<file path="src/rtl/sram_controller_if.sv">
// Pipeline-side request/response bundle for the SRAM controller.
// The pipeline drives the master modport; the controller implements the slave modport.
interface sram_controller_if;
   logic        wr_en;
   logic        rd_en;
   logic [31:0] address;
   logic [31:0] write_data;
   logic [31:0] read_data;
   logic        ready;
   logic        addr_err;

   modport master (
      output wr_en, rd_en, address, write_data,
      input  read_data, ready, addr_err
   );

   modport slave (
      input  wr_en, rd_en, address, write_data,
      output read_data, ready, addr_err
   );
endinterface

</file>
<file path="src/rtl/sram_controller.sv">
// Splits 32-bit data-memory accesses into two timed 16-bit async SRAM accesses.
// Optional range check is enabled by defining SRAM_BOUNDS_CHECK_EN.
module sram_controller #(
   parameter int WAIT_CYCLES = 3,
   parameter int BASE_ADDR   = 1024,
   parameter int SRAM_AW     = 18
) (
   input  logic               clk,
   input  logic               rst,
   sram_controller_if.slave   bus,
   output logic [SRAM_AW-1:0] sram_addr,
   output logic [15:0]        sram_dq_out,
   input  logic [15:0]        sram_dq_in,
   output logic               sram_dq_oe,
   output logic               sram_we_n,
   output logic               sram_oe_n
);

   localparam int          CW   = $clog2(WAIT_CYCLES + 1);
   localparam logic [CW-1:0] LAST = CW'(WAIT_CYCLES - 1);
   localparam logic [31:0] BASE = 32'(BASE_ADDR);

   typedef enum logic [1:0] {IDLE, LO, HI, DONE} state_t;

   state_t             state;
   logic [CW-1:0]      cnt;
   logic               is_wr;
   logic [SRAM_AW-2:0] idx;
   logic [31:0]        data;
   logic [15:0]        lo_buf;
   logic [31:0]        read_data_q;

   logic [31:0]        offset;
   logic [SRAM_AW-2:0] req_idx;
   logic               req;

   assign offset  = bus.address - BASE;
   assign req_idx = offset[SRAM_AW:2];
   assign req     = bus.wr_en | bus.rd_en;

   // Only ready looks at the live request; every SRAM pin comes from a flop.
   assign bus.ready     = (state == IDLE) ? !req : (state == DONE);
   assign bus.read_data = read_data_q;

`ifdef SRAM_BOUNDS_CHECK_EN
   logic addr_err_q;
   logic out_of_range;
   assign out_of_range = (bus.address < BASE) || (offset[31:SRAM_AW+1] != '0);
   assign bus.addr_err = addr_err_q;
`else
   assign bus.addr_err = 1'b0;
`endif

   always_ff @(posedge clk or posedge rst) begin
      if (rst) begin
         state       <= IDLE;
         cnt         <= '0;
         is_wr       <= 1'b0;
         idx         <= '0;
         data        <= '0;
         lo_buf      <= '0;
         read_data_q <= '0;
         sram_addr   <= '0;
         sram_dq_out <= '0;
         sram_dq_oe  <= 1'b0;
         sram_we_n   <= 1'b1;
         sram_oe_n   <= 1'b1;
`ifdef SRAM_BOUNDS_CHECK_EN
         addr_err_q  <= 1'b0;
`endif
      end else begin
`ifdef SRAM_BOUNDS_CHECK_EN
         addr_err_q <= 1'b0;
`endif
         case (state)
            IDLE: begin
               if (req) begin
                  is_wr <= bus.wr_en;
                  idx   <= req_idx;
                  data  <= bus.write_data;
                  cnt   <= '0;
`ifdef SRAM_BOUNDS_CHECK_EN
                  if (out_of_range) begin
                     state      <= DONE;
                     addr_err_q <= 1'b1;
                  end else
`endif
                  begin
                     // NOTE: strobes are set up one edge early so they are clean flop outputs in LO.
                     state       <= LO;
                     sram_addr   <= {req_idx, 1'b0};
                     sram_dq_out <= bus.write_data[15:0];
                     sram_dq_oe  <= bus.wr_en;
                     sram_we_n   <= !bus.wr_en;
                     sram_oe_n   <= bus.wr_en;
                  end
               end
            end
            LO: begin
               if (cnt == LAST) begin
                  cnt         <= '0;
                  state       <= HI;
                  sram_addr   <= {idx, 1'b1};
                  sram_dq_out <= data[31:16];
                  if (!is_wr) lo_buf <= sram_dq_in;
               end else begin
                  cnt <= cnt + 1'b1;
               end
            end
            HI: begin
               if (cnt == LAST) begin
                  cnt        <= '0;
                  state      <= DONE;
                  sram_dq_oe <= 1'b0;
                  sram_we_n  <= 1'b1;
                  sram_oe_n  <= 1'b1;
                  if (!is_wr) read_data_q <= {sram_dq_in, lo_buf};
               end else begin
                  cnt <= cnt + 1'b1;
               end
            end
            default: state <= IDLE;
         endcase
      end
   end

endmodule

</file>
<file path="src/flat_wrapper.sv">
// flat-port wrapper written by rule: the top's interface ports become plain ports
module sram_controller_flat 
#(
   parameter int WAIT_CYCLES = 3,
   parameter int BASE_ADDR   = 1024,
   parameter int SRAM_AW     = 18
)
  (clk, rst, sram_addr, sram_dq_out, sram_dq_in, sram_dq_oe, sram_we_n, sram_oe_n, bus_wr_en, bus_rd_en, bus_address, bus_write_data, bus_read_data, bus_ready, bus_addr_err);
  sram_controller_if bus_i ();
  input  logic clk;
  input  logic rst;
  output logic [SRAM_AW-1:0] sram_addr;
  output logic [15:0] sram_dq_out;
  input  logic [15:0] sram_dq_in;
  output logic sram_dq_oe;
  output logic sram_we_n;
  output logic sram_oe_n;
  input wire logic [$bits(bus_i.wr_en)-1:0] bus_wr_en;
  input wire logic [$bits(bus_i.rd_en)-1:0] bus_rd_en;
  input wire logic [$bits(bus_i.address)-1:0] bus_address;
  input wire logic [$bits(bus_i.write_data)-1:0] bus_write_data;
  output wire logic [$bits(bus_i.read_data)-1:0] bus_read_data;
  output wire logic [$bits(bus_i.ready)-1:0] bus_ready;
  output wire logic [$bits(bus_i.addr_err)-1:0] bus_addr_err;
  assign bus_i.wr_en = bus_wr_en;
  assign bus_i.rd_en = bus_rd_en;
  assign bus_i.address = bus_address;
  assign bus_i.write_data = bus_write_data;
  assign bus_read_data = bus_i.read_data;
  assign bus_ready = bus_i.ready;
  assign bus_addr_err = bus_i.addr_err;
  sram_controller #(.WAIT_CYCLES(WAIT_CYCLES), .BASE_ADDR(BASE_ADDR), .SRAM_AW(SRAM_AW)) u_core (.clk(clk), .rst(rst), .bus(bus_i), .sram_addr(sram_addr), .sram_dq_out(sram_dq_out), .sram_dq_in(sram_dq_in), .sram_dq_oe(sram_dq_oe), .sram_we_n(sram_we_n), .sram_oe_n(sram_oe_n));
endmodule
</file>
<file path="config.mk">
export PLATFORM = sky130hd
export DESIGN_NAME = sram_controller_flat
export DESIGN_NICKNAME = d
export VERILOG_FILES = /design/src/rtl/sram_controller_if.sv /design/src/rtl/sram_controller.sv /design/src/flat_wrapper.sv
export SDC_FILE = /design/constraint.sdc
export NUM_CORES = 1
export LEC_CHECK = 0
export ABC_AREA = 1
export CORE_MARGIN = 2
export CORE_UTILIZATION = 45
export CTS_BUF_LIST = sky130_fd_sc_hd__clkbuf_4
export DETAILED_ROUTE_END_ITERATION = 10
export DONT_BUFFER_PORTS = 1
export PLACE_DENSITY = 0.69
export SLEW_MARGIN = 20
export SYNTH_ARGS = -nofsm -noshare
export SYNTH_HDL_FRONTEND = slang
export SYNTH_SLANG_ARGS = --single-unit
</file>
<file path="constraint.sdc">
create_clock -name clk -period 9.9 [get_ports clk]
set_input_delay 0.495 -clock clk [delete_from_list [all_inputs] [get_ports clk]]
set_output_delay 0.495 -clock clk [all_outputs]
set_load 0.01 [all_outputs]
</file>
# Word level (Yosys, flattened, before mapping)
# Index checks and enable logic that the tools add are counted.
[totals]
regBits = 139
input_bits = 84
out_inout_bits = 71
[op_classes]
add_sub_neg = 2
eq_ne = 7
mux = 21
n_bitwise = 2
reduce_logical = 14
[ops]
columns = ["cell", "count"]
rows = [
  ["two-way mux 18 bit", 2],
  ["one-hot mux 18 bit (2 select lines)", 1],
  ["two-way mux 16 bit", 2],
  ["one-hot mux 16 bit (2 select lines)", 1],
  ["subtractor 19 x 11 -> 19 bit (second input constant)", 1],
  ["AND reduction 3 bit", 5],
  ["two-way mux 2 bit", 5],
  ["equality test 2 bit (second input constant)", 3],
  ["!= test 2 x 1 -> 1 bit (second input constant)", 3],
  ["one-hot mux 1 bit (2 select lines)", 3],
  ["one-hot mux 2 bit (3 select lines)", 1],
  ["nonzero test 2 bit", 3],
  ["two-way mux 1 bit", 5],
  ["one-hot mux 2 bit (2 select lines)", 1],
  ["AND reduction 2 bit", 2],
  ["adder 2 x 1 -> 2 bit (second input constant)", 1],
  ["equality test 2 x 1 -> 1 bit (second input constant)", 1],
  ["zero test 1 bit", 2],
  ["zero test 2 bit", 1],
  ["OR reduction 2 bit", 1],
  ["NOT 1 bit", 1],
  ["OR 1 bit", 1],
]

# Logic depth before layout (Yosys ltp)
[logic_depth]
ltp_word = 4
depth_mapped = 10

# Worst setup path after synthesis
# OpenSTA, ideal clock, no wires.
[synth_path]
path_type = "reg2out"
start = "reg u_core.state[0]"
end = "out bus_ready"
arrival_ns = 1.121
required_time_ns = 9.405
slack_ns = 8.284
stages_incl_launch_ff = 7
n_path_buf = 0
cell_sequence = "dfrtp_1 -> inv_1 -> ha_1 -> nand3_1 -> inv_1 -> nor2_1 -> inv_1"
[synth_between]
elab_chain_cells = 2
word_cells_on_any_way = 3
cone_classes = "eq/ne (1); mux (1); reduce/logical (1)"
[synth_lines]
columns = ["element", "line", "source"]
rows = [
  ["from (decl)", "sram_controller.sv:25", "state_t state;"],
  ["from (signal assigned)", "sram_controller.sv:56", "state <= IDLE;"],
  ["from (signal assigned)", "sram_controller.sv:90", "state <= LO;"],
  ["from (signal assigned)", "sram_controller.sv:102", "state <= HI;"],
  ["equality test 2 bit / zero test 2 bit (equally long branches)", "sram_controller.sv:42", "assign bus.ready = (state == IDLE) ? !req : (state == DONE);"],
  ["two-way mux 1 bit *", "sram_controller.sv:42", ""],
  ["to (decl)", "flat_wrapper.sv:23", "output wire logic [$bits(bus_i.ready)-1:0] bus_ready;"],
]
# Every way passes the cells marked *; elsewhere a longest branch is shown, timed or not.

# Worst setup path in the final report
# Ends and elaborated chain as after synthesis.

==> out/qor.yml <==
outcome:
  status: "finished clean"
critical_path:
  reg2reg_setup_slack_ns: 7.54
  r2r_start: "u_core.state[1]$_DFFE_PP0P_"
  cp-endpoint: "bus_ready"
  crit_path_max_incr_delay_ns: 0.40
  critical_path_buf_inv_count: 3
  required_ns: 9.41
  critPathTopFamily: "flip-flops"
  r2r_cells: 11
  cp_max_fo: 5
  crit_path_cell_trace: "inv_1, ha_1, nand3_1, inv_1, nor2_1, inv_1"
  start_kind: "flip-flop"
  worst-endpoint-arrival_ns: 1.90
  critPathCaptureType: "output port"
  cp_common_cell: "inv_1"
  startpoint: "u_core.state[0]$_DFFE_PP0P_"
  reg2reg_to: "u_core.sram_addr[11]$_DFFE_PP0P_"
  path_class: "reg -> out"
  slowest_stage: "dfrtp_1"
  cp.depth: 6
synthesis:
  syn-instance-count: 629
  syn_nets: 718
  ys_types: 24
  seq_area_frac_synth: 0.5703
  avgSynthCellArea_sq_um: 8.587
  synth_edf_count: 0
  synthDominantCellAreaShare: 0.5606
  synth_common_cells: "286 x nand2_1, 121 x dfrtp_1, 50 x o21ai_0, 47 x inv_1, 27 x nor2_1"
  yosys_most_used_dff: "dfrtp_1"
  synth.most_common_cell: "nand2_1"
  yosysWarnings: 0
  async_flop_share: 1.000
  yosys-top-cells-area: "dfrtp_1 56%, nand2_1 20%, o21ai_0 4.6%"
  synth_seq_cells: 123
  yosysTopAreaCell: "dfrtp_1"
  synth_area_sq_um: 5401
placement:
  placed_cell_area_sq_um: 5469
  placed_cells_incl_taps: 754
  portBuffers: 0
  place_congestion: 0.8368
  dp_hpwl_microns: 7615
flow_run:
  maxCapViolCount: 0
clock_tree:
  post_cts_buffers: 0
  h-tree-depth: 4
  ctsLongestPathBuffers: 2
  cts_made_buffers: 17
  hold_buffers: 1
  cts_root_buffer: "clkbuf_4"
  cts.clk_slew.worst_paths_ns: 0.10
  cts_resized: 0
  clk_latency_ns: 0.52
  cts_sinks: 123
  cts_tree: "done"
drt:
  ant_nets: 0
  drc_errors: 0
  wire_per_inst_microns: 14.30
  vias: 3969
  drtIter0Drc: 179
  drt-pass1-iter-count: 4
  drt-total-wl_microns: 11250
  via_per_inst: 5.043
power_and_ir_drop:
  p_total_mw: 1.913
  p_per_area_nw_per_um2: 332.9
  ir_drop_mv: 0.1190
  leakagePower_nw: 3.103
sta:
  slew_headroom: 0.4522
  rsz0062_at_grt: "false"
  tightest_slew_ns: 0.8217
  min_period_ns: 2.392
  fin_crit_sh: 0.2416
  drv_slew: 0
  hold_viol_final: 0
  setup_tns_ns: 0
  max_freq_mhz: 418.1
  finalSetupViolations: 0
  skew_ns: 0.01435
final_layout:
  nets: 716
  multi_input_area_sq_um: 1958
  num_antenna_cells: 0
  nFillCells: 1162
  final_util: 0.4846
  seqCellArea_sq_um: 3080
  design_area_sq_um: 5748
  drive_gt1_frac: 0.1219
  stdcell_count: 787
  area_growth_pct: 6.416
die:
  row_count: 40
  core_sq_um: 11860
  die-width_microns: 113.6
  initial_core_util: 0.4554
  die_area_sq_um: 12900
  io_pins: 155
  die_y_microns: 113.6
hold_path:
  min_path_type: "in -> reg"
grt:
  antenna_found_initial: 0
  grt_use_total: 0.1854
  first_global_vias: 3987
  grt_first_pass_wirelength_microns: 18890
  grt_max_degree: 66
  gr-total-overflow: 0
[cell usage in the layout, fill, tap and decap left out, types with 3 or more instances in the layout]
cell type | netlist | layout
mux2_2 | 16 | 16
ha_1 | 5 | 5
buf_4 | 4 | 7
nand3_1 | 12 | 12
o21ai_2 | 16 | 16
clkbuf_4 | 0 | 19
nor2_1 | 27 | 27
inv_1 | 47 | 46
nand2_1 | 286 | 286
clkinv_2 | 0 | 5
dfrtp_1 | 121 | 121
inv_2 | 4 | 4
o21ai_0 | 50 | 50
a31oi_1 | 3 | 3
[cells by family (layout without fill, tap and decap cells)]
family                     Yosys count  in the layout  synth area share
xor gates and xnor gates             2              2          0.003244
buffers and inverters               80             91           0.06718
adders and majority gates            5              5           0.01158
DFF                                123            123            0.5703
and+or+nand+nor                    331            331            0.2356
muxes                               16             16           0.03336
other                                1              1         0.0006943
AOI/OAI and AO/OA                   71             71           0.07806
[metrics by stage]
step	hold slack, ns	setup slack [ns]
after global placement	0.4594	7.547
after CTS	0.02108	7.452
after floorplan	0.4487	6.137
after detailed placement	0.4648	7.510
after global routing	0.01943	7.286
final	0.08054	7.508
[metal layers]
metal  GRT usage  vias up  share of wire
li1            -     1953              -
met1      0.2226     1866           0.42
met2      0.3018      139           0.48
met3     0.08342       11          0.090
met4     0.05610        0         0.0089
met5           0        -              0
[sequential cells by signal (all words and copies together), names as in the netlist]
register,count
u_core.bus.read_data,32
u_core.sram_addr,18
u_core.idx,17
u_core.data,16
u_core.lo_buf,16
u_core.sram_dq_out,16
u_core.cnt,2
u_core.state,2
u_core.is_wr,1
u_core.sram_dq_oe,1
u_core.sram_oe_n,1
u_core.sram_we_n,1
[cell type report]
class | instances | share of cell area
Multi-Input combinational cell | 426 | 0.3407
Clock buffer | 19 | 0.02482
Clock inverter | 13 | 0.02199
Timing Repair Buffer | 8 | 0.01088
Tap cell | 147 | 0.03200
Inverter | 51 | 0.03374
Sequential cell | 123 | 0.5359
[where the power goes]
part / internal, mW / total, mW / switching, mW
clock: 0.153 / 0.337 / 0.185
sequential: 0.752 / 0.975 / 0.223
combinational: 0.217 / 0.600 / 0.383
total: 1.12 / 1.91 / 0.791
[worst reg2reg max path, stage by stage (launching register included)]
cell and delay (ns):
dfrtp_1 0.41, inv_1 0.11, ha_1 0.16, buf_4 0.34, inv_1 0.12, nand2_1 0.07, nand2_1 0.05, nand2_1 0.05
buf_4 0.39, inv_2 0.33, nand2_1 0.18, nand2_1 0.07
[worst min path at each step]
stage,from,to,depth (start not counted)
6_report,bus_write_data[31],u_core.data[31]$_DFFE_PP0P_,2
3_5_place_dp,u_core.data[22]$_DFFE_PP0P_,u_core.data[22]$_DFFE_PP0P_,2
4_1_cts,bus_write_data[31],u_core.data[31]$_DFFE_PP0P_,2
5_1_grt,bus_write_data[22],u_core.data[22]$_DFFE_PP0P_,2
3_3_place_gp,u_core.lo_buf[3]$_DFFE_PP0P_,u_core.lo_buf[3]$_DFFE_PP0P_,2
2_1_floorplan,u_core.data[16]$_DFFE_PP0P_,u_core.data[16]$_DFFE_PP0P_,2
(Power assumes the default switching activity.)
